--- src/rtl/mem_ctrl_pkg.sv ---
// -----------------------------------------------------------------------------
// mem_ctrl_pkg
// Shared definitions for the memory controller, the load/store buffer and the
// decoder: access-type encodings, the IO address-space tag, the controller
// state type and a couple of small decode helpers.
// -----------------------------------------------------------------------------
package mem_ctrl_pkg;

    // Access types (lsb_type). Bit 3 = store, bit 2 = unsigned load,
    // bits [1:0] = size (00 byte, 01 half, 10 word).
    localparam logic [3:0] LS_LB  = 4'b0000;
    localparam logic [3:0] LS_LH  = 4'b0001;
    localparam logic [3:0] LS_LW  = 4'b0010;
    localparam logic [3:0] LS_LBU = 4'b0100;
    localparam logic [3:0] LS_LHU = 4'b0101;
    localparam logic [3:0] LS_SB  = 4'b1000;
    localparam logic [3:0] LS_SH  = 4'b1001;
    localparam logic [3:0] LS_SW  = 4'b1010;

    // addr[17:16] value that selects the memory-mapped IO (UART) space
    localparam logic [1:0] IO_SPACE = 2'b11;

    typedef enum logic [1:0] {
        ST_IDLE,
        ST_LOAD,
        ST_STORE,
        ST_FETCH
    } state_e;

    // Number of bytes moved by an LSB access
    function automatic logic [2:0] ls_bytes(input logic [3:0] t);
        case (t[1:0])
            2'b00:   return 3'd1;
            2'b01:   return 3'd2;
            default: return 3'd4;
        endcase
    endfunction

    function automatic logic is_io(input logic [31:0] a);
        return a[17:16] == IO_SPACE;
    endfunction

endpackage

--- src/rtl/mem_ctrl_if.sv ---
// -----------------------------------------------------------------------------
// mem_ctrl_if
// Bundles the LSB request port, the instruction-fetch port and the byte-wide
// RAM port of the memory controller.
//   slave  : the controller (takes requests, drives the RAM address/data)
//   master : the environment (LSB, fetch unit and RAM / IO buffer)
// -----------------------------------------------------------------------------
interface mem_ctrl_if;

    // LSB side
    logic        ls_enable;
    logic [31:0] addr;
    logic [31:0] store_val;
    logic [3:0]  lsb_type;
    logic        ls_finished;
    logic [31:0] load_val;

    // fetch side
    logic        if_enable;
    logic [31:0] if_addr;
    logic        if_finished;
    logic [31:0] if_inst;

    // RAM side
    logic [7:0]  mem_din;
    logic [7:0]  mem_dout;
    logic [31:0] mem_a;
    logic        mem_wr;
    logic        io_buffer_full;

    modport slave (
        input  ls_enable, addr, store_val, lsb_type,
        output ls_finished, load_val,
        input  if_enable, if_addr,
        output if_finished, if_inst,
        input  mem_din, io_buffer_full,
        output mem_dout, mem_a, mem_wr
    );

    modport master (
        output ls_enable, addr, store_val, lsb_type,
        input  ls_finished, load_val,
        output if_enable, if_addr,
        input  if_finished, if_inst,
        output mem_din, io_buffer_full,
        input  mem_dout, mem_a, mem_wr
    );

endinterface

--- src/rtl/mem_ctrl_load_ext.sv ---
// -----------------------------------------------------------------------------
// load_ext
// Combinational load-result extension.
//   ls_type : access type (LB/LH/LW/LBU/LHU)
//   raw     : little-endian assembled bytes, byte 0 in raw[7:0]
//   ext     : sign- or zero-extended result; full word for LW and anything else
// -----------------------------------------------------------------------------
module load_ext
    import mem_ctrl_pkg::*;
(
    input  logic [3:0]  ls_type,
    input  logic [31:0] raw,
    output logic [31:0] ext
);

    always_comb begin
        case (ls_type)
            LS_LB:   ext = {{24{raw[7]}},  raw[7:0]};
            LS_LH:   ext = {{16{raw[15]}}, raw[15:0]};
            LS_LBU:  ext = {24'b0, raw[7:0]};
            LS_LHU:  ext = {16'b0, raw[15:0]};
            LS_LW:   ext = raw;
            default: ext = raw;
        endcase
    end

endmodule

--- src/rtl/mem_ctrl.sv ---
// -----------------------------------------------------------------------------
// mem_ctrl
// Byte-serial memory controller shared by the LSB and the instruction fetch
// unit. One access at a time, LSB wins a tie, all outputs registered.
//
// Ports
//   clk_in  : system clock
//   rst_in  : asynchronous active-high reset
//   rdy_in  : global ready; low freezes the block (write strobe dropped)
//   clear   : pipeline flush; aborts loads/fetches, stores run to completion
//   bus     : mem_ctrl_if.slave (LSB request, fetch request, RAM port)
//
// Timing (E0 = accept edge, N = bytes)
//   LOAD/FETCH : mem_a=base+k after E_k, mem_din of byte k taken at E_{k+2},
//                done pulse + result at E_{N+1}
//   STORE      : byte k on the bus with mem_wr=1 after E_k, done at E_N
// -----------------------------------------------------------------------------
module mem_ctrl
    import mem_ctrl_pkg::*;
(
    input  logic      clk_in,
    input  logic      rst_in,
    input  logic      rdy_in,
    input  logic      clear,
    mem_ctrl_if.slave bus
);

    state_e      state;
    logic [2:0]  cnt;      // LOAD/FETCH: edges since accept; STORE: byte index on the bus
    logic [2:0]  nbytes;
    logic [3:0]  ltype;
    logic [31:0] sdata;
    logic [31:0] rbuf;     // load assembly buffer
    logic        io_st;    // current store targets IO space
    logic        wr_done;  // byte on the bus was written during an rdy_in stall

    logic [31:0] raw;
    logic [31:0] ext_val;
    logic        can_acc;
    logic        st_written;
    logic        st_last;
    logic [2:0]  st_idx;

    // Assembly buffer with the byte arriving this cycle merged in. Byte k
    // arrives when cnt == k+2, so the final byte is folded in on the done edge.
    always_comb begin
        raw = rbuf;
        case (cnt)
            3'd2:    raw[7:0]   = bus.mem_din;
            3'd3:    raw[15:8]  = bus.mem_din;
            3'd4:    raw[23:16] = bus.mem_din;
            3'd5:    raw[31:24] = bus.mem_din;
            default: ;
        endcase
    end

    load_ext u_ext (
        .ls_type (ltype),
        .raw     (raw),
        .ext     (ext_val)
    );

    // No acceptance in a done-pulse cycle (requester drops its enable) or
    // while the pipeline is being flushed.
    assign can_acc    = !bus.ls_finished && !bus.if_finished && !clear;

    // A store byte counts as written once mem_wr has been high for a cycle;
    // a byte held back by the IO buffer stays on the bus with mem_wr low.
    assign st_written = bus.mem_wr | wr_done;
    assign st_last    = st_written && ((cnt + 3'd1) == nbytes);
    assign st_idx     = st_written ? cnt + 3'd1 : cnt;

    always_ff @(posedge clk_in or posedge rst_in) begin
        if (rst_in) begin
            state           <= ST_IDLE;
            cnt             <= '0;
            nbytes          <= '0;
            ltype           <= '0;
            sdata           <= '0;
            rbuf            <= '0;
            io_st           <= 1'b0;
            wr_done         <= 1'b0;
            bus.mem_a       <= '0;
            bus.mem_dout    <= '0;
            bus.mem_wr      <= 1'b0;
            bus.ls_finished <= 1'b0;
            bus.if_finished <= 1'b0;
            bus.load_val    <= '0;
            bus.if_inst     <= '0;
        end else if (!rdy_in) begin
            // Frozen. The RAM still sees the strobe at this edge, so the byte
            // is remembered as written and the strobe drops to avoid repeats.
            bus.mem_wr <= 1'b0;
            if (state == ST_STORE && bus.mem_wr)
                wr_done <= 1'b1;
        end else begin
            bus.ls_finished <= 1'b0;
            bus.if_finished <= 1'b0;
            case (state)
                ST_IDLE: begin
                    if (can_acc && bus.ls_enable) begin
                        bus.mem_a <= bus.addr;
                        nbytes    <= ls_bytes(bus.lsb_type);
                        ltype     <= bus.lsb_type;
                        rbuf      <= '0;
                        wr_done   <= 1'b0;
                        if (bus.lsb_type[3]) begin
                            state        <= ST_STORE;
                            cnt          <= 3'd0;
                            sdata        <= bus.store_val;
                            io_st        <= is_io(bus.addr);
                            bus.mem_dout <= bus.store_val[7:0];
                            bus.mem_wr   <= !(is_io(bus.addr) && bus.io_buffer_full);
                        end else begin
                            state      <= ST_LOAD;
                            cnt        <= 3'd1;
                            bus.mem_wr <= 1'b0;
                        end
                    end else if (can_acc && bus.if_enable) begin
                        state      <= ST_FETCH;
                        cnt        <= 3'd1;
                        nbytes     <= 3'd4;
                        rbuf       <= '0;
                        bus.mem_a  <= bus.if_addr;
                        bus.mem_wr <= 1'b0;
                    end
                end

                ST_LOAD, ST_FETCH: begin
                    if (clear) begin
                        state      <= ST_IDLE;
                        bus.mem_wr <= 1'b0;
                    end else if (cnt == nbytes + 3'd1) begin
                        state <= ST_IDLE;
                        if (state == ST_LOAD) begin
                            bus.ls_finished <= 1'b1;
                            bus.load_val    <= ext_val;
                        end else begin
                            bus.if_finished <= 1'b1;
                            bus.if_inst     <= raw;
                        end
                    end else begin
                        if (cnt < nbytes)
                            bus.mem_a <= bus.mem_a + 32'd1;
                        rbuf <= raw;
                        cnt  <= cnt + 3'd1;
                    end
                end

                // Stores ignore clear: once accepted they are committed.
                ST_STORE: begin
                    if (st_last) begin
                        state           <= ST_IDLE;
                        bus.ls_finished <= 1'b1;
                        bus.load_val    <= '0;
                        bus.mem_wr      <= 1'b0;
                        wr_done         <= 1'b0;
                    end else begin
                        cnt          <= st_idx;
                        if (st_written)
                            bus.mem_a <= bus.mem_a + 32'd1;
                        bus.mem_dout <= sdata[{st_idx[1:0], 3'b000} +: 8];
                        bus.mem_wr   <= !(io_st && bus.io_buffer_full);
                        wr_done      <= 1'b0;
                    end
                end

                default: state <= ST_IDLE;
            endcase
        end
    end

endmodule

--- src/flat_wrapper.sv ---
// flat-port wrapper written by rule: the top's interface ports become plain ports
module mem_ctrl_flat import mem_ctrl_pkg::*;
  (clk_in, rst_in, rdy_in, clear, bus_ls_enable, bus_addr, bus_store_val, bus_lsb_type, bus_ls_finished, bus_load_val, bus_if_enable, bus_if_addr, bus_if_finished, bus_if_inst, bus_mem_din, bus_io_buffer_full, bus_mem_dout, bus_mem_a, bus_mem_wr);
  mem_ctrl_if bus_i ();
  input  logic clk_in;
  input  logic rst_in;
  input  logic rdy_in;
  input  logic clear;
  input wire logic [$bits(bus_i.ls_enable)-1:0] bus_ls_enable;
  input wire logic [$bits(bus_i.addr)-1:0] bus_addr;
  input wire logic [$bits(bus_i.store_val)-1:0] bus_store_val;
  input wire logic [$bits(bus_i.lsb_type)-1:0] bus_lsb_type;
  output wire logic [$bits(bus_i.ls_finished)-1:0] bus_ls_finished;
  output wire logic [$bits(bus_i.load_val)-1:0] bus_load_val;
  input wire logic [$bits(bus_i.if_enable)-1:0] bus_if_enable;
  input wire logic [$bits(bus_i.if_addr)-1:0] bus_if_addr;
  output wire logic [$bits(bus_i.if_finished)-1:0] bus_if_finished;
  output wire logic [$bits(bus_i.if_inst)-1:0] bus_if_inst;
  input wire logic [$bits(bus_i.mem_din)-1:0] bus_mem_din;
  input wire logic [$bits(bus_i.io_buffer_full)-1:0] bus_io_buffer_full;
  output wire logic [$bits(bus_i.mem_dout)-1:0] bus_mem_dout;
  output wire logic [$bits(bus_i.mem_a)-1:0] bus_mem_a;
  output wire logic [$bits(bus_i.mem_wr)-1:0] bus_mem_wr;
  assign bus_i.ls_enable = bus_ls_enable;
  assign bus_i.addr = bus_addr;
  assign bus_i.store_val = bus_store_val;
  assign bus_i.lsb_type = bus_lsb_type;
  assign bus_ls_finished = bus_i.ls_finished;
  assign bus_load_val = bus_i.load_val;
  assign bus_i.if_enable = bus_if_enable;
  assign bus_i.if_addr = bus_if_addr;
  assign bus_if_finished = bus_i.if_finished;
  assign bus_if_inst = bus_i.if_inst;
  assign bus_i.mem_din = bus_mem_din;
  assign bus_i.io_buffer_full = bus_io_buffer_full;
  assign bus_mem_dout = bus_i.mem_dout;
  assign bus_mem_a = bus_i.mem_a;
  assign bus_mem_wr = bus_i.mem_wr;
  mem_ctrl u_core (.clk_in(clk_in), .rst_in(rst_in), .rdy_in(rdy_in), .clear(clear), .bus(bus_i));
endmodule
--- config.mk ---
export PLATFORM = sky130hd
export DESIGN_NAME = mem_ctrl_flat
export DESIGN_NICKNAME = d
export VERILOG_FILES = /design/src/rtl/mem_ctrl_pkg.sv /design/src/rtl/mem_ctrl_if.sv /design/src/rtl/mem_ctrl_load_ext.sv /design/src/rtl/mem_ctrl.sv /design/src/flat_wrapper.sv
export SDC_FILE = /design/constraint.sdc
export NUM_CORES = 1
export LEC_CHECK = 0
export CAP_MARGIN = 15
export CORE_MARGIN = 1
export CORE_UTILIZATION = 33
export CTS_CLUSTER_DIAMETER = 60
export CTS_CLUSTER_SIZE = 20
export DETAILED_ROUTE_END_ITERATION = 8
export SLEW_MARGIN = 10
export SYNTH_ARGS = -nofsm -noshare
export SYNTH_HDL_FRONTEND = slang
export SYNTH_SLANG_ARGS = --single-unit
--- constraint.sdc ---
create_clock -name clk_in -period 7.3 [get_ports clk_in]
set_clock_uncertainty 0.05 [all_clocks]
set_input_delay 0.73 -clock clk_in [delete_from_list [all_inputs] [get_ports clk_in]]
set_output_delay 0.73 -clock clk_in [all_outputs]
set_load 0.02 [all_outputs]
=== Word-level counts from Yosys, hierarchy flattened ===
Index checks and enable logic that the tools add are counted.

* Word-level logic and storage cells: 154
* Input bits: 115
* Bits in registers: 185

* Bitwise gates (word level): 3
* Reductions and logical operators: 35
* Muxes and demuxes: 65
* Order comparisons: 1
* $add $sub $neg: 3
* Equal/unequal tests: 30
* Shifts and indexed selects: 1

{| class="wikitable"
|+ Operators with widths
! kind !! count
|-
| $mux W32 || 15
|-
| $pmux W32 S2 || 2
|-
| $pmux W32 S4 || 1
|-
| $pmux W32 S3 || 1
|-
| $mux W8 || 7
|-
| $add A32 B1 Y32 const B || 1
|-
| $shiftx A32 B6 Y8 || 1
|-
| $mux W3 || 8
|-
| $reduce_and A5 Y1 || 4
|-
| $mux W1 || 18
|-
| $pmux W8 S2 || 1
|-
| $mux W2 || 6
|-
| $ne A2 B1 Y1 const B || 6
|-
| $reduce_and A6 Y1 || 2
|-
| $reduce_bool A2 Y1 || 5
|-
| $pmux W3 S3 || 1
|-
| $reduce_and A3 Y1 || 3
|-
| $eq A4 B3 Y1 const B || 2
|-
| $logic_and A1 B1 Y1 || 8
|-
| $ne A2 B2 Y1 const B || 4
|-
| $reduce_and A4 Y1 || 2
|-
| $reduce_and A7 Y1 || 1
|-
| $add A3 B1 Y3 const B || 2
|-
| $eq A2 B2 Y1 const B || 3
|-
| 21 further kinds || 34
|}

=== Depth between registers and ports, before layout ===
Gate-level depths: netlist (run 1).

* Word-level depth: 8
* Gate-level depth with buffers: 9
* Gate-level depth less buffers: 7

=== Cells and area by module ===
From an unflattened synthesis (run 1), not the netlist that was laid out.

* Cell total of the unflattened synthesis: 967
* Area, all modules: 9571.7 sq um

{| class="wikitable"
|+ By module, submodules not included
! module !! cells an instance !! instances !! area an instance (sq um)
|-
| mem_ctrl || 899 || 1 || 9081.2
|-
| load_ext || 68 || 1 || 490.5
|}

=== Least setup slack after synthesis (run 1) ===
OpenSTA, ideal clock, no wires.

* Path kind: register -> register
* Start: reg u_core.cnt[0]
* End: reg u_core.bus.mem_a[2]
* Arrival time: 2253 ps
* Path slack: 4876 ps
* Stages on the path, launching flop included: 10
* Period minus slack after synthesis: 2424 ps
* Path buffers: 2
* Data required time: 7129 ps
* Cell sequence: dfrtp_1 -> ha_1 -> ha_1 -> xnor2_1 -> o41ai_1 -> a221o_1 -> buf_4 -> buf_4 -> nor3_1 -> o22a_1

* Word-level cells in the longest chain between the ends: 5
* Elaborated cells on any way between the ends: 9
* Those cells by class: add/sub: 1; order compare: 1; eq/ne: 5; reduce/logical: 2

{| class="wikitable"
|+ Ends and longest elaborated chain
! what !! line !! text
|-
| start: declaration || mem_ctrl.sv:29 || <nowiki>logic [2:0] cnt;</nowiki>
|-
| start signal: assignment || mem_ctrl.sv:146 || <nowiki>cnt <= cnt + 3'd1;</nowiki>
|-
| start signal: assignment || mem_ctrl.sv:159 || <nowiki>cnt <= st_idx;</nowiki>
|-
| $add A3 B1 Y3 || mem_ctrl.sv:70 || <nowiki>assign st_last = st_written && ((cnt + 3'd1) == nbytes);</nowiki>
|-
| $eq A3 B3 Y1 || mem_ctrl.sv:70 ||
|-
| $logic_and A1 B1 Y1 || mem_ctrl.sv:70 ||
|-
| $ne A2 B2 Y1 (no line) || -- ||
|-
| $reduce_and A7 Y1 (no line) * || -- ||
|-
| end signal: assignment || mem_ctrl.sv:102 || <nowiki>bus.mem_a <= bus.addr;</nowiki>
|-
| end signal: assignment || mem_ctrl.sv:124 || <nowiki>bus.mem_a <= bus.if_addr;</nowiki>
|-
| end signal: assignment || mem_ctrl.sv:144 || <nowiki>bus.mem_a <= bus.mem_a + 32'd1;</nowiki>
|-
| end: declaration || mem_ctrl_if.sv:37 || <nowiki>output mem_dout, mem_a, mem_wr</nowiki>
|}

Every way passes the cells marked *; elsewhere a longest branch is shown, timed or not.
A chain may end at the register's enable or synchronous reset.

=== Worst setup path after layout (run 1) ===
* Start: reg u_core.state[0]
* End: reg u_core.bus.mem_a[18]

* Word-level cells in the longest chain between the ends: 4
* Elaborated cells on any way between the ends: 13
* Those cells by class: eq/ne: 9; mux: 1; reduce/logical: 3

{| class="wikitable"
|+ Ends and longest elaborated chain
! what !! line !! text
|-
| start: declaration || mem_ctrl.sv:28 || <nowiki>state_e state;</nowiki>
|-
| start signal: assignment || mem_ctrl.sv:75 || <nowiki>state <= ST_IDLE;</nowiki>
|-
| start signal: assignment || mem_ctrl.sv:108 || <nowiki>state <= ST_STORE;</nowiki>
|-
| start signal: assignment || mem_ctrl.sv:115 || <nowiki>state <= ST_LOAD;</nowiki>
|-
| $eq A2 B2 Y1 / $eq A2 B1 Y1 (equally long branches) || mem_ctrl.sv:99 || <nowiki>case (state)</nowiki>
|-
| $reduce_or A2 Y1 || mem_ctrl.sv:99 ||
|-
| $ne A2 B1 Y1 (no line) / $ne A2 B2 Y1 (equally long branches) || -- ||
|-
| $reduce_and A7 Y1 (no line) || -- ||
|}

Several ways; a longest one is shown, not always the timed one.

==> results of run 1 <==
==> routing by layer <==
layer	part of all wire, %	wire length (µm)
met5	0	0
met3	4.4	1190
met2	46	12500
met1	48	12900
met4	2.1	580
==> state kept, by name, summed over array words and instances, names as in the netlist, 2 cells and up <==
| register | count |
|---|---|
| u_core.ltype | 4 |
| u_core.bus.mem_dout | 8 |
| u_core.sdata | 32 |
| u_core.state | 2 |
| u_core.rbuf | 32 |
| u_core.bus.if_inst | 32 |
| u_core.nbytes | 3 |
| u_core.bus.load_val | 32 |
| u_core.bus.mem_a | 32 |
| u_core.cnt | 3 |
==> cell type report <==
type	count	area share, %
clock buffers	17	3.37
well taps	378	3.74
repair buffers	235	18.3
flip-flops and latches	185	36.6
clock inverters	15	1.58
inverters	18	0.594
multi-input cells	662	35.7
==> metrics by stage <==
stage | hold WS (ps) | util, % | std cells
5_1_grt | 450 | 45.1 | 1510
2_1_floorplan | 394 | - | 929
3_3_place_gp | 406 | 42.9 | 1478
6_report | 429 | 45.1 | 1510
4_1_cts | 434 | 45.1 | 1510
3_5_place_dp | 416 | 42.9 | 1478
==> path summary, 6_finish.rpt <==
check                                      from  slack, ps  cells past startpoint              endpoint
worst max-delay path            u_core.state[0]       3860                      7  u_core.bus.mem_a[18]
worst min-delay path            u_core.rbuf[18]        430                      2       u_core.rbuf[18]
worst max register to register  u_core.state[0]       3860                      7  u_core.bus.mem_a[18]
worst min register to register  u_core.rbuf[18]        430                      2       u_core.rbuf[18]
max in group asynchronous                rst_in       4880                      3          u_core.io_st
min in group asynchronous                rst_in        800                      2      u_core.sdata[19]
==> cells in the mapped netlist, types with 3 or more instances <==
cell type	count	area, µm²
sky130_fd_sc_hd__a211o_1	4	35.0
sky130_fd_sc_hd__a211oi_1	3	22.5
sky130_fd_sc_hd__a211oi_2	6	75.1
sky130_fd_sc_hd__a21o_1	12	90.1
sky130_fd_sc_hd__a21oi_1	35	175
sky130_fd_sc_hd__a22o_1	10	87.6
sky130_fd_sc_hd__a2bb2oi_1	13	114
sky130_fd_sc_hd__a31oi_1	27	169
sky130_fd_sc_hd__a41oi_1	4	35.0
sky130_fd_sc_hd__and2_1	3	18.8
sky130_fd_sc_hd__and3_1	13	81.3
sky130_fd_sc_hd__buf_1	3	11.3
sky130_fd_sc_hd__buf_2	18	90.1
sky130_fd_sc_hd__clkbuf_1	40	150
sky130_fd_sc_hd__dfrtp_1	185	4630
sky130_fd_sc_hd__ha_1	10	125
sky130_fd_sc_hd__inv_1	18	67.6
sky130_fd_sc_hd__mux2_2	86	968
sky130_fd_sc_hd__mux2i_1	13	130
sky130_fd_sc_hd__mux4_1	5	131
sky130_fd_sc_hd__mux4_2	3	67.6
sky130_fd_sc_hd__nand2_1	153	574
sky130_fd_sc_hd__nand2b_1	3	18.8
sky130_fd_sc_hd__nand3_1	31	155
sky130_fd_sc_hd__nand4_1	14	87.6
sky130_fd_sc_hd__nor2_1	60	225
sky130_fd_sc_hd__nor3_1	23	115
sky130_fd_sc_hd__nor4_1	5	31.3
sky130_fd_sc_hd__o21ai_0	37	185
sky130_fd_sc_hd__o21ai_1	3	15.0
sky130_fd_sc_hd__o22a_1	11	96.3
sky130_fd_sc_hd__o2bb2ai_1	25	219
sky130_fd_sc_hd__o311ai_0	8	70.1
sky130_fd_sc_hd__o31ai_1	7	52.6
sky130_fd_sc_hd__or3_1	3	18.8
==> placed cells by master, fill, tap and decap left out, types with 3 or more instances in the layout <==
master	instances
sky130_fd_sc_hd__a211o_1	4
sky130_fd_sc_hd__a211oi_1	3
sky130_fd_sc_hd__a211oi_2	6
sky130_fd_sc_hd__a21o_1	12
sky130_fd_sc_hd__a21oi_1	35
sky130_fd_sc_hd__a22o_1	10
sky130_fd_sc_hd__a2bb2oi_1	13
sky130_fd_sc_hd__a31oi_1	27
sky130_fd_sc_hd__a41oi_1	4
sky130_fd_sc_hd__and2_1	3
sky130_fd_sc_hd__and3_1	12
sky130_fd_sc_hd__buf_4	14
sky130_fd_sc_hd__clkbuf_16	17
sky130_fd_sc_hd__clkdlybuf4s50_1	221
sky130_fd_sc_hd__dfrtp_1	185
sky130_fd_sc_hd__ha_1	10
sky130_fd_sc_hd__inv_1	17
sky130_fd_sc_hd__inv_6	4
sky130_fd_sc_hd__inv_8	6
sky130_fd_sc_hd__mux2_2	86
sky130_fd_sc_hd__mux2i_1	13
sky130_fd_sc_hd__mux4_1	5
sky130_fd_sc_hd__mux4_2	3
sky130_fd_sc_hd__nand2_1	153
sky130_fd_sc_hd__nand2b_1	3
sky130_fd_sc_hd__nand3_1	31
sky130_fd_sc_hd__nand4_1	14
sky130_fd_sc_hd__nor2_1	59
sky130_fd_sc_hd__nor3_1	23
sky130_fd_sc_hd__nor4_1	5
sky130_fd_sc_hd__o21ai_0	37
sky130_fd_sc_hd__o22a_1	11
sky130_fd_sc_hd__o2bb2ai_1	25
sky130_fd_sc_hd__o311ai_0	8
sky130_fd_sc_hd__o31ai_1	7
sky130_fd_sc_hd__or3_1	3
==> critical path, cell delays in order, from the launching register on <==
cell	delay, ps
sky130_fd_sc_hd__dfrtp_1	360
sky130_fd_sc_hd__buf_4	280
sky130_fd_sc_hd__nand2b_1	450
sky130_fd_sc_hd__o41ai_1	680
sky130_fd_sc_hd__a221o_1	220
sky130_fd_sc_hd__buf_4	410
sky130_fd_sc_hd__or2_1	620
sky130_fd_sc_hd__o21ai_0	190
==> cell families (layout without fill, tap and decap cells) <==
logic type / after synthesis / count (layout) / synth area share [%]
simple gates: 321 / 321 / 15.4
compound gates: 219 / 219 / 16.4
flops: 185 / 185 / 48.9
mux: 107 / 107 / 13.7
buf+inv: 82 / 285 / 3.65
fa+ha+maj: 10 / 10 / 1.32
xor+xnor: 5 / 5 / 0.621
==> power groups by stage <==
stage	clock network (mW)	logic [mW]	registers (mW)
6_report	0.998	2.35	1.64
2_1_floorplan	0	1.36	1.80
4_1_cts	1.02	2.38	1.65
5_1_grt	1.06	2.57	1.69
3_5_place_dp	0	2.37	1.66
3_3_place_gp	0	2.34	1.65
==> impl_summary.txt, run 1 <==
----------------------------------------------------
[Setup path]
  Critical setup path kind ... reg -> reg
  Worst setup EP type ... flip-flop
  Required time at the endpoint of the critical path ... 7540 ps
  Data arrival time of the worst path ... 3680 ps
  CP Max Fanout ... 47
  Startpoint type of the worst setup path ... flip-flop

[Power and ir drop]
  Switching part of the total power ... 40.9%
  Internal power ... 2.95 mW
  Clock share of power ... 20.0%
  PwrDens ... 395 nW/µm²
  Power consumption ... 5.00 mW
  Total net switching power ... 2.04 mW
  Leak pwr ... 5.41 nW
  Combinational share of power ... 47.1%
  Peak ir drop on the vdd network ... 0.000175 V
  Sequential share of power ... 32.9%

[Die]
  Io pins ... 222
  Die extent in x ... 171 µm
  Core footprint ... 28,000 µm²
  Initial cell density of the core ... 33.8%
  Site Rows ... 61
  Area enclosed by the die boundary ... 29,400 µm²
  Vert. Die Dim ... 171 µm

[STA]
  Setup Total Neg Slack ... 0 ps
  Worst-case setup margin in the final layout ... 3860 ps
  Tightest slew margin relative to the limit ... 23.0%
  Number of pins with negative max-slew slack in the final report ... 0
  Portion of the clock cycle consumed by the worst path in the final layout ... 47.1%
  Shortest period the worst path allows ... 3440 ps
  RSZ-0062 raised after global routing ... false
  Total count of hold-check failures in the final report ... 0
  Slew at the pin closest to its max-slew limit ... 1150 ps
  Max Clock Freq ... 291 MHz
  Setup violations, final ... 0

[GRT]
  Antenna violations before repair ... 0
  GRT met1 Usage ... 26.3%
  Most used routing layer ... met2
  Global-route wire length before repair ... 43,300 µm
  GRT overflow ... 0
  Met3 track utilization from global routing ... 3.24%
  Met2 capacity usage during global routing ... 30.1%
  All-Layer GR Usage ... 19.0%
  Maximum number of pins on one net before global-route repair ... 114
  Number of global-route vias before repair ... 7,876

[Routing]
  Total wirelength of the detailed-routed design ... 27,200 µm
  Final routed wire length divided by cell count ... 18.0 µm
  Post-DRT Antenna Nets ... 0
  DR vias ... 7,910
  Remaining DRCs ... 0
  Mean number of vias per cell ... 5.24
  First-pass detailed-route iteration total ... 5
  First DRT Iteration DRCs ... 595

[Clocking]
  Clock tree from TritonCTS ... yes
  Post-cts sizing count ... 0
  Worst-Skew Late Latency ... 440 ps
  Num CTS Buffers ... 17
  Total setup buffers inserted after CTS ... 0
  Quantity of hold-fixing buffers added after cts ... 0
  Clock-pin slew reported for the worst setup and hold paths after clock tree synthesis ... 70 ps
  Maximum buffer depth of the clock tree ... 2
  Sink count of the clock tree ... 185
  Root buffer selected by CTS ... sky130_fd_sc_hd__clkbuf_16
  Maximum level of the CTS H-tree ... 4

[Synthesis]
  Dominant synthesized flop cell ... sky130_fd_sc_hd__dfrtp_1
  Number of enable flip-flop cells after synthesis ... 0
  Number of nets in the synthesized netlist ... 1,054
  Number of distinct standard cells referenced by the synthesized netlist ... 61
  Part of the Yosys area used for sequential elements ... 48.9%
  Area of the mapped netlist ... 9470 µm²
  Count of state elements after synthesis ... 185
  Warnings, synthesis ... 0
  Share of synthesized flip-flops with an asynchronous set or reset ... 100%
  Synthesized area per cell ... 10.2 µm²
  Gate count of the mapped netlist ... 929

[Cells and area]
  Signed area change from the synthesized netlist to the final layout ... 33.5%
  Area of the multi-input gates ... 4520 µm²
  Flip-flop and latch area ... 4630 µm²
  Final cell area excluding filler cells ... 12,600 µm²
  Fill cell total of the finished layout ... 2,653
  Fraction of layout instances using a drive strength above 1 ... 13.6%
  Final-stage net count ... 1,244
  Diode insertion count for antenna repair ... 0

[Placement]
  DP Wirelength ... 18,500 µm
  Placer's final routability congestion estimate ... 0.831
  Port bufs ... 221
  Pre-CTS setup slack ... 3810 ps
  Placed instance area ... 12,000 µm²

[Worst hold path]
  HP Class ... reg -> reg

[Outcome]
  Status ... completed

[Flow run]
  Max-cap violation count ... 0

----------------------------------------------------
Power figures use the tool's default switching activity.
==> inputs of run 2 (changes only) <==
==> constraint.sdc (replaced) <==
create_clock -name clk_in -period 3.26 [get_ports clk_in]
set_clock_uncertainty 0.05 [all_clocks]
set_input_delay 0.326 -clock clk_in [delete_from_list [all_inputs] [get_ports clk_in]]
set_output_delay 0.326 -clock clk_in [all_outputs]
set_load 0.02 [all_outputs]
==> impl_summary.txt, run 2 (synthesized netlist as in run 1, its figures left out) <==
----------------------------------------------------
[Clocking]
  Num CTS Buffers ... 17 (unchanged)
  Clock-pin slew reported for the worst setup and hold paths after clock tree synthesis ... 80 ps (about the same)
  Maximum buffer depth of the clock tree ... 2 (unchanged)
  Quantity of hold-fixing buffers added after cts ... 0 (unchanged)
  Post-cts sizing count ... 0 (unchanged)
  Root buffer selected by CTS ... sky130_fd_sc_hd__clkbuf_16
  Worst-Skew Late Latency ... 440 ps (about the same)
  Maximum level of the CTS H-tree ... 4 (unchanged)
  Total setup buffers inserted after CTS ... 0 (unchanged)
  Clock tree from TritonCTS ... yes
  Sink count of the clock tree ... 185 (unchanged)

[Setup path]
  Longest individual stage delay on the worst path ... 500 ps (-180 ps)
  CP bufs+invs ... 1 (-1)
  Startpoint type of the worst setup path ... flip-flop
  Most prevalent standard cell on the critical path ... sky130_fd_sc_hd__ha_1
  Critical setup path kind ... reg -> reg
  Top Family by Delay on Critical Path ... compound AO/OA/AOI/OAI gates
  Data arrival time of the worst path ... 3100 ps (-580 ps)
  Crit path max-delay cell type ... sky130_fd_sc_hd__o41ai_1
  Required time at the endpoint of the critical path ... 3510 ps (-4030 ps)
  Levels on crit path ... 8 (+1)
  Critical Path, Cell by Cell ... ha_1, ha_1, xnor2_1, o41ai_1, a221o_1, or2_1, buf_4, o21ai_0
  Worst setup EP type ... flip-flop
  Count of cells along the worst register-to-register path ... 8 (+1)
  CP Max Fanout ... 14 (-70%)

[Die]
  Vert. Die Dim ... 171 µm (unchanged)
  Io pins ... 222 (unchanged)
  Core footprint ... 28,000 µm² (unchanged)
  Site Rows ... 61 (unchanged)
  Die extent in x ... 171 µm (unchanged)
  Initial cell density of the core ... 33.8% (unchanged)
  Area enclosed by the die boundary ... 29,400 µm² (unchanged)

[Cells and area]
  Most common cell after layout, fill and taps aside ... sky130_fd_sc_hd__clkdlybuf4s50_1
  Fraction of layout instances using a drive strength above 1 ... 14.7% (+1.1 points)
  Signed area change from the synthesized netlist to the final layout ... 35.0%
  Commonest cells after routing, fill and taps aside ... sky130_fd_sc_hd__clkdlybuf4s50_1 (221), sky130_fd_sc_hd__dfrtp_1 (185), sky130_fd_sc_hd__nand2_1 (153)
  Final cell area excluding filler cells ... 12,800 µm² (+1.2%)
  Final-stage net count ... 1,258 (+1.1%)
  Diode insertion count for antenna repair ... 0 (unchanged)

[STA]
  Total count of hold-check failures in the final report ... 0 (unchanged)
  RSZ-0062 raised after global routing ... false
  Shortest period the worst path allows ... 2850 ps (-585 ps)
  Max Clock Freq ... 351 MHz (+21%)
  Setup violations, final ... 0 (unchanged)
  Number of pins with negative max-slew slack in the final report ... 0 (unchanged)
  Tightest slew margin relative to the limit ... 24.2% (+1.1 points)
  Slew at the pin closest to its max-slew limit ... 1130 ps (-18.9 ps)
  Worst-case setup margin in the final layout ... 407 ps (-3460 ps)
  Portion of the clock cycle consumed by the worst path in the final layout ... 87.5% (+40 points)
  Setup Total Neg Slack ... 0 ps (unchanged)

[Worst hold path]
  HP Class ... in -> async

[Routing]
  First DRT Iteration DRCs ... 516 (-13%)
  DR vias ... 7,967 (+0.72%)
  First-pass detailed-route iteration total ... 5 (unchanged)
  Post-DRT Antenna Nets ... 0 (unchanged)
  Total wirelength of the detailed-routed design ... 27,200 µm (+0.15%)
  Final routed wire length divided by cell count ... 17.9 µm (-0.77%)
  Mean number of vias per cell ... 5.23 (-0.20%)
  Remaining DRCs ... 0 (unchanged)

[Power and ir drop]
  PwrDens ... 875 nW/µm² (+120%)
  Leak pwr ... 5.49 nW (+1.4%)
  Peak ir drop on the vdd network ... 0.000369 V (+110%)
  Power consumption ... 11.2 mW (+120%)

[Outcome]
  Status ... completed

[Placement]
  DP Wirelength ... 18,700 µm (+1.2%)
  Pre-CTS setup slack ... 460 ps (-3350 ps)
  Placer's final routability congestion estimate ... 0.874 (+5.2%)
  Port bufs ... 221 (unchanged)
  Placed instance area ... 12,200 µm² (+1.3%)

[GRT]
  Maximum number of pins on one net before global-route repair ... 101 (-11%)
  Number of global-route vias before repair ... 7,740 (-1.7%)
  Global-route wire length before repair ... 43,600 µm (+0.59%)
  All-Layer GR Usage ... 19.0% (-0.034 points)
  Antenna violations before repair ... 0 (unchanged)
  GRT overflow ... 0 (unchanged)

[Flow run]
  Max-cap violation count ... 0 (unchanged)

----------------------------------------------------
==> run 2: power by group <==
part | internal (mW) | switching (mW)
clock network | 1.06 | 1.09
registers | 3.04 | 0.632
logic | 2.45 | 2.91
==> run 2: per-layer routing <==
metal | routed length [µm] | up-vias | global-route usage, %
met3 | 1320 | 16 | 3.41
met1 | 13100 | 3960 | 27.1
met2 | 12500 | 192 | 29.8
li1 | - | 3799 | -
met5 | 0 | - | 0
met4 | 272 | 0 | 4.58
==> run 2: cell type report <==
type | count | area, µm²
Fill cell | 2659 | 15200
Sequential cell | 185 | 4630
Multi-Input combinational cell | 662 | 4520
Timing Repair Buffer | 249 | 2470
Tap cell | 378 | 473
Clock buffer | 17 | 425
Clock inverter | 15 | 195
Inverter | 18 | 71.3
==> run 2: worst reg2reg max path: cells and delay by family, from the launching register on <==
family | cells | cell delay, ps
compound gates | 3 | 1010
simple gates | 1 | 280
fa+ha+maj | 2 | 510
flops | 1 | 450
xor+xnor | 1 | 150
buf+inv | 1 | 260
==> run 2: through the flow <==
step                      hold WS (ps)  std cells  util (%)
after detailed placement           415       1492      43.4
after global routing               127       1524      45.6
after floorplan                    374        929         -
final                              120       1524      45.6
after CTS                          101       1524      45.6
after global placement             406       1492      43.4
==> run 2: path summary, 6_finish.rpt <==
check | startpoint | end | slack, ps
worst max-delay path | u_core.cnt[1] | u_core.bus.mem_a[3] | 410
worst min-delay path | rst_in | u_core.bus.if_inst[19] | 120
worst max register to register | u_core.cnt[1] | u_core.bus.mem_a[3] | 410
worst min register to register | u_core.rbuf[27] | u_core.rbuf[27] | 430
max in group asynchronous | rst_in | u_core.bus.mem_a[18] | 2180
min in group clk_in | u_core.rbuf[27] | u_core.rbuf[27] | 430
==> inputs of run 3 (changes only) <==
--- a/config.mk
+++ b/config.mk
@@ -6,11 +6,14 @@
 export NUM_CORES = 1
 export LEC_CHECK = 0
 export CAP_MARGIN = 15
+export CELL_PAD_IN_SITES_DETAIL_PLACEMENT = 0
+export CELL_PAD_IN_SITES_GLOBAL_PLACEMENT = 1
 export CORE_MARGIN = 1
 export CORE_UTILIZATION = 33
 export CTS_CLUSTER_DIAMETER = 60
 export CTS_CLUSTER_SIZE = 20
 export DETAILED_ROUTE_END_ITERATION = 8
+export PLACE_DENSITY_LB_ADDON = 0.1
 export SLEW_MARGIN = 10
 export SYNTH_ARGS = -nofsm -noshare
 export SYNTH_HDL_FRONTEND = slang
==> impl_summary.txt, run 3 (synthesized netlist as in run 1, its figures left out) <==
----------------------------------------------------
[GRT]
  All-Layer GR Usage ... 20.0% (+0.97 points)
  Global-route wire length before repair ... 45,300 µm (+3.9%)
  Antenna violations before repair ... 1 (+1)
  GRT overflow ... 0 (unchanged)
  Number of global-route vias before repair ... 7,754 (+0.18%)
  Maximum number of pins on one net before global-route repair ... 61 (-40%)

[Clocking]
  Maximum buffer depth of the clock tree ... 2 (unchanged)
  Maximum level of the CTS H-tree ... 4 (unchanged)
  Total setup buffers inserted after CTS ... 0 (unchanged)
  Num CTS Buffers ... 17 (unchanged)
  Clock tree from TritonCTS ... yes
  Post-cts sizing count ... 0 (unchanged)
  Sink count of the clock tree ... 185 (unchanged)
  Quantity of hold-fixing buffers added after cts ... 0 (unchanged)
  Clock-pin slew reported for the worst setup and hold paths after clock tree synthesis ... 90 ps (about the same)
  Root buffer selected by CTS ... sky130_fd_sc_hd__clkbuf_16
  Worst-Skew Late Latency ... 430 ps (about the same)

[Setup path]
  Endpoint of the most critical setup path ... u_core.bus.mem_a[22]
  Count of cells along the worst register-to-register path ... 8 (unchanged)
  Startpoint type of the worst setup path ... flip-flop
  Launching instance or port of the critical path ... u_core.cnt[0]
  Data arrival time of the worst path ... 2960 ps (-140 ps)
  Worst setup EP type ... flip-flop
  Reg-to-reg endpoint ... u_core.bus.mem_a[22]
  CP Max Fanout ... 25 (+11)
  Slack of the worst reg-to-reg path ... 570 ps (+160 ps)
  Reg-to-Reg Start ... u_core.cnt[0]
  Critical setup path kind ... reg -> reg
  Required time at the endpoint of the critical path ... 3530 ps (+20 ps)

[Die]
  Core footprint ... 28,000 µm² (unchanged)
  Die extent in x ... 171 µm (unchanged)
  Initial cell density of the core ... 33.8% (unchanged)
  Vert. Die Dim ... 171 µm (unchanged)
  Io pins ... 222 (unchanged)
  Area enclosed by the die boundary ... 29,400 µm² (unchanged)
  Site Rows ... 61 (unchanged)

[Power and ir drop]
  PwrDens ... 881 nW/µm² (+0.69%)
  Peak ir drop on the vdd network ... 0.000435 V (+18%)
  Power consumption ... 11.3 mW (+1.2%)
  Leak pwr ... 5.53 nW (+0.86%)

[Routing]
  Remaining DRCs ... 0 (unchanged)
  Final routed wire length divided by cell count ... 18.7 µm (+4.9%)
  Mean number of vias per cell ... 5.20 (-0.44%)
  DR vias ... 7,984 (+0.21%)
  Total wirelength of the detailed-routed design ... 28,700 µm (+5.6%)
  Post-DRT Antenna Nets ... 0 (unchanged)
  First DRT Iteration DRCs ... 437 (-15%)
  First-pass detailed-route iteration total ... 5 (unchanged)

[Cells and area]
  Most common cell after layout, fill and taps aside ... sky130_fd_sc_hd__clkdlybuf4s50_1
  Final-stage net count ... 1,268 (+0.79%)
  Fraction of layout instances using a drive strength above 1 ... 15.4% (+0.74 points)
  Diode insertion count for antenna repair ... 0 (unchanged)
  Signed area change from the synthesized netlist to the final layout ... 35.7%
  Commonest cells after routing, fill and taps aside ... sky130_fd_sc_hd__clkdlybuf4s50_1 (221), sky130_fd_sc_hd__dfrtp_1 (185), sky130_fd_sc_hd__nand2_1 (153)
  Final cell area excluding filler cells ... 12,800 µm² (+0.49%)

[Placement]
  Pre-CTS setup slack ... 554 ps (+94.8 ps)
  Placer's final routability congestion estimate ... 0.799 (-8.6%)
  Port bufs ... 221 (unchanged)
  Placed instance area ... 12,200 µm² (+0.41%)
  DP Wirelength ... 19,900 µm (+6.5%)

[Outcome]
  Status ... completed

[STA]
  Portion of the clock cycle consumed by the worst path in the final layout ... 82.5% (-5.0 points)
  Total count of hold-check failures in the final report ... 0 (unchanged)
  Shortest period the worst path allows ... 2690 ps (-162 ps)
  Tightest slew margin relative to the limit ... 34.2% (+10 points)
  Max Clock Freq ... 372 MHz (+6.0%)
  Slew at the pin closest to its max-slew limit ... 982 ps (-149 ps)
  Setup Total Neg Slack ... 0 ps (unchanged)
  Number of pins with negative max-slew slack in the final report ... 0 (unchanged)
  Setup violations, final ... 0 (unchanged)
  RSZ-0062 raised after global routing ... false
  Worst-case setup margin in the final layout ... 570 ps (+162 ps)
  Post-route worst hold slack ... 230 ps (+111 ps)

[Worst hold path]
  HP Class ... in -> async

[Flow run]
  Max-cap violation count ... 0 (unchanged)

----------------------------------------------------
-- run 3: changes by cell type in the layout (fill, tap and decap cells not counted), sizes merged --
cell and change:
bufinv +1, inv +1, clkinv -3, clkbuf +1, buf +10
-- run 3: worst min path at each step --
stage | from | end | cells after the start
finish | rst_in | u_core.bus.load_val[24] | 2
global route | rst_in | u_core.bus.if_inst[18] | 2
CTS | rst_in | u_core.bus.if_inst[18] | 2
detailed placement | u_core.rbuf[25] | u_core.rbuf[25] | 2
global placement | u_core.rbuf[19] | u_core.rbuf[19] | 2
floorplan | bus_lsb_type[1] | u_core.nbytes[0] | 1
-- run 3: area by class of cell --
class / count / area (µm²)
Multi-Input combinational cell: 662 / 4520
Clock buffer: 18 / 439
Timing Repair Buffer: 259 / 2520
Tap cell: 378 / 473
Inverter: 18 / 71.3
Clock inverter: 14 / 194
Sequential cell: 185 / 4630
Fill cell: 2691 / 15200
-- run 3: critical path, stage by stage (launching register included) --
cell and delay [ps]:
sky130_fd_sc_hd__dfrtp_1 440, sky130_fd_sc_hd__ha_1 230, sky130_fd_sc_hd__ha_1 300, sky130_fd_sc_hd__xnor2_1 150
sky130_fd_sc_hd__o41ai_1 520, sky130_fd_sc_hd__a221o_1 250, sky130_fd_sc_hd__buf_4 350, sky130_fd_sc_hd__a211oi_1 100
sky130_fd_sc_hd__o22a_1 200
-- run 3: where the power goes --
group	switching [mW]	internal [mW]	leakage (nW)
registers	0.666	3.04	2.39
clock network	1.08	1.14	0.307
logic	2.91	2.48	2.84
-- run 3: per-stage QoR --
step	instances	util, %
final	1534	45.9
after global routing	1534	45.9
after CTS	1534	45.9
after detailed placement	1502	43.6
after global placement	1502	43.6
after floorplan	929	-
-- run 3: routing by layer --
| layer | global-route usage, % | up-vias | routed length (µm) |
|---|---|---|---|
| met2 | 30.5 | 208 | 12800 |
| li1 | - | 3830 | - |
| met1 | 29.2 | 3918 | 14300 |
| met5 | 0 | - | 13 |
| met3 | 3.22 | 26 | 1300 |
| met4 | 5.24 | 2 | 358 |
==> patch (flow settings as in run 3) <==
Make the reset (`rst_in`) synchronous in one clocked block. Comments in the files are not updated.
--- a/src/rtl/mem_ctrl.sv
+++ b/src/rtl/mem_ctrl.sv
@@ -70,7 +70,7 @@
     assign st_last    = st_written && ((cnt + 3'd1) == nbytes);
     assign st_idx     = st_written ? cnt + 3'd1 : cnt;
 
-    always_ff @(posedge clk_in or posedge rst_in) begin
+    always_ff @(posedge clk_in) begin
         if (rst_in) begin
             state           <= ST_IDLE;
             cnt             <= '0;
Formal check against the unedited RTL: not equivalent (Yosys sat finds a counterexample within 4 cycles, from zero or initial values and one cycle with rst_in high; the reset may be asserted at any time).
==> patch against run 3 <==
  * Global-route usage rose by 1.6 points
  * Design area shrank 3.3%
  * Critical endpoint is now u_core.bus.load_val[7]
  * Worst setup slack got worse by 0.21 ns
  * Sequential cell count unchanged
  * Via count is 13% higher
  * Synthesized area is 1.4% lower
  * Critical path type unchanged
  * Routed wire length increased by 7.6%
Power is not compared: it rests on default switching activity, and its combinational part moved more than twofold at a synthesized area within 25%.
==> patch: results <==
[status]
outcome = "finished, final reports clean"

[cts]
cts-buffers-inserted = 17
clk_latency_ns = 0.44
postCtsSetupRepairBufs = 0
cts.clk_slew.worst_paths_ns = 0.08

[synth]
async_reset_ff_share_pct = 0
ys.flop_type = "dfxtp_1"
ys_warn_count = 0
synth_area_leaders = "dfxtp_1 40%, nand2_1 7.1%, a21oi_1 5.7%"
ys_types = 73
synth_fp_nets = 1252
ys_top_cells_by_count = "185 x dfxtp_1, 177 x nand2_1, 106 x a21oi_1"
synth-seq-area-share_pct = 39.7
synth-edff-count = 0

[drt]
drtIter0Drc = 464
routed_wl_mm = 30.9
drt-pass1-iter-count = 5
via_count = 9002

[pwr]
p_leak_nw = 4.23
ir_drop_mv = 0.271

[global_routing]
grt_pass1_wl_mm = 48.7
grt_max_degree = 77
grt_pass1_vias = 8571
antenna_found_initial = 0
track_usage_pct = 21.6

[cells_and_area]
num-fill-cells = 2888
drive_above_1_share_pct = 9.07
fin_nets = 1430

[placed_design]
gp_congestion = 0.804
dpl.hpwl_mm = 21.3
post-place-ws_ns = 0.162

[worst_setup_path]
slowest_delay_ns = 0.58
cpMaxStageDelayCell = "o41ai_2"
crit_family = "compound AO/OA/AOI/OAI gates"
worstPathMaxFanout = 64
arrival_ns = 3.23

[hold_path]
hp-class = "input port to flop"

[timing]
tightest_slew_ns = 0.988
==> patch: changes by cell type after synthesis, sizes merged, moves of 25 or more <==
cell    change
a211oi     +41
a21oi      +72
dfrtp     -185
dfxtp     +185
mux2       -77
mux2i      +34
nand2      +25
o31ai      +34
==> patch: cells by family after synthesis <==
logic type               Yosys count  share of synthesized area, %
AO/OA/AOI/OAI                    306                          22.0
XOR/XNOR                           5                         0.711
adder cells (fa/ha/maj)           15                          2.01
buffers and inverters            112                          5.46
flip-flops                       185                          39.7
multiplexers                      64                          8.06
AND/OR/NAND/NOR                  435                          22.1
==> patch: cell type report <==
class                           count  area (um^2)  share of cell area, %
Clock buffer                       17          425                   3.43
Clock inverter                     14          136                   1.10
Multi-Input combinational cell    825         5150                   41.5
Sequential cell                   185         3700                   29.8
Inverter                           18         67.6                  0.544
Timing Repair Buffer              253         2460                   19.8
Tap cell                          378          473                   3.81
==> patch: per-layer routing <==
metal  vias to the layer above  GRT usage [%]  wire length (um)
met3                        18           4.33              1380
met4                         0           4.90               328
li1                       4441              -                 -
met5                         -              0                 0
met2                       221           37.5             15500
met1                      4322           27.2             13800
==> patch: final timing paths <==
kind	start	endpoint	slack [ns]	cells after the start
min	rst_in	u_core.bus.load_val[15]	0.24	4
max	u_core.cnt[0]	u_core.bus.load_val[7]	0.36	9
min reg2reg	u_core.sdata[14]	u_core.sdata[14]	0.40	2
max reg2reg	u_core.cnt[0]	u_core.bus.load_val[7]	0.36	9
==> patch: metrics by stage <==
stage / cells / utilization (%) / area [um^2]
after detailed placement: 1659 / 42.7 / 11900
after floorplan: 1122 / - / 9330
after CTS: 1690 / 44.7 / 12400
after global placement: 1659 / 42.7 / 11900
after global routing: 1690 / 44.7 / 12400
final: 1690 / 44.7 / 12400
==> patch: repair_timing <==
item                       CTS  global route
gates resized for setup      0             1
hold buffers                 0             0
setup endpoints to repair    0             8
==> patch: worst register-to-register path: cells and delay by family, from the launching register on <==
kind,cells,cell delay [ns]
fa+ha+maj,2,0.52
simple gates,1,0.42
compound gates,3,0.92
buf+inv,2,0.50
flops,1,0.31
xor+xnor,1,0.16
==> patch: power breakdown <==
part	switching (mW)	total [mW]	internal [mW]	leakage, nW
registers	0.142	2.50	2.36	1.50
logic	0.992	1.61	0.618	2.46
clock network	0.996	2.01	1.01	0.275
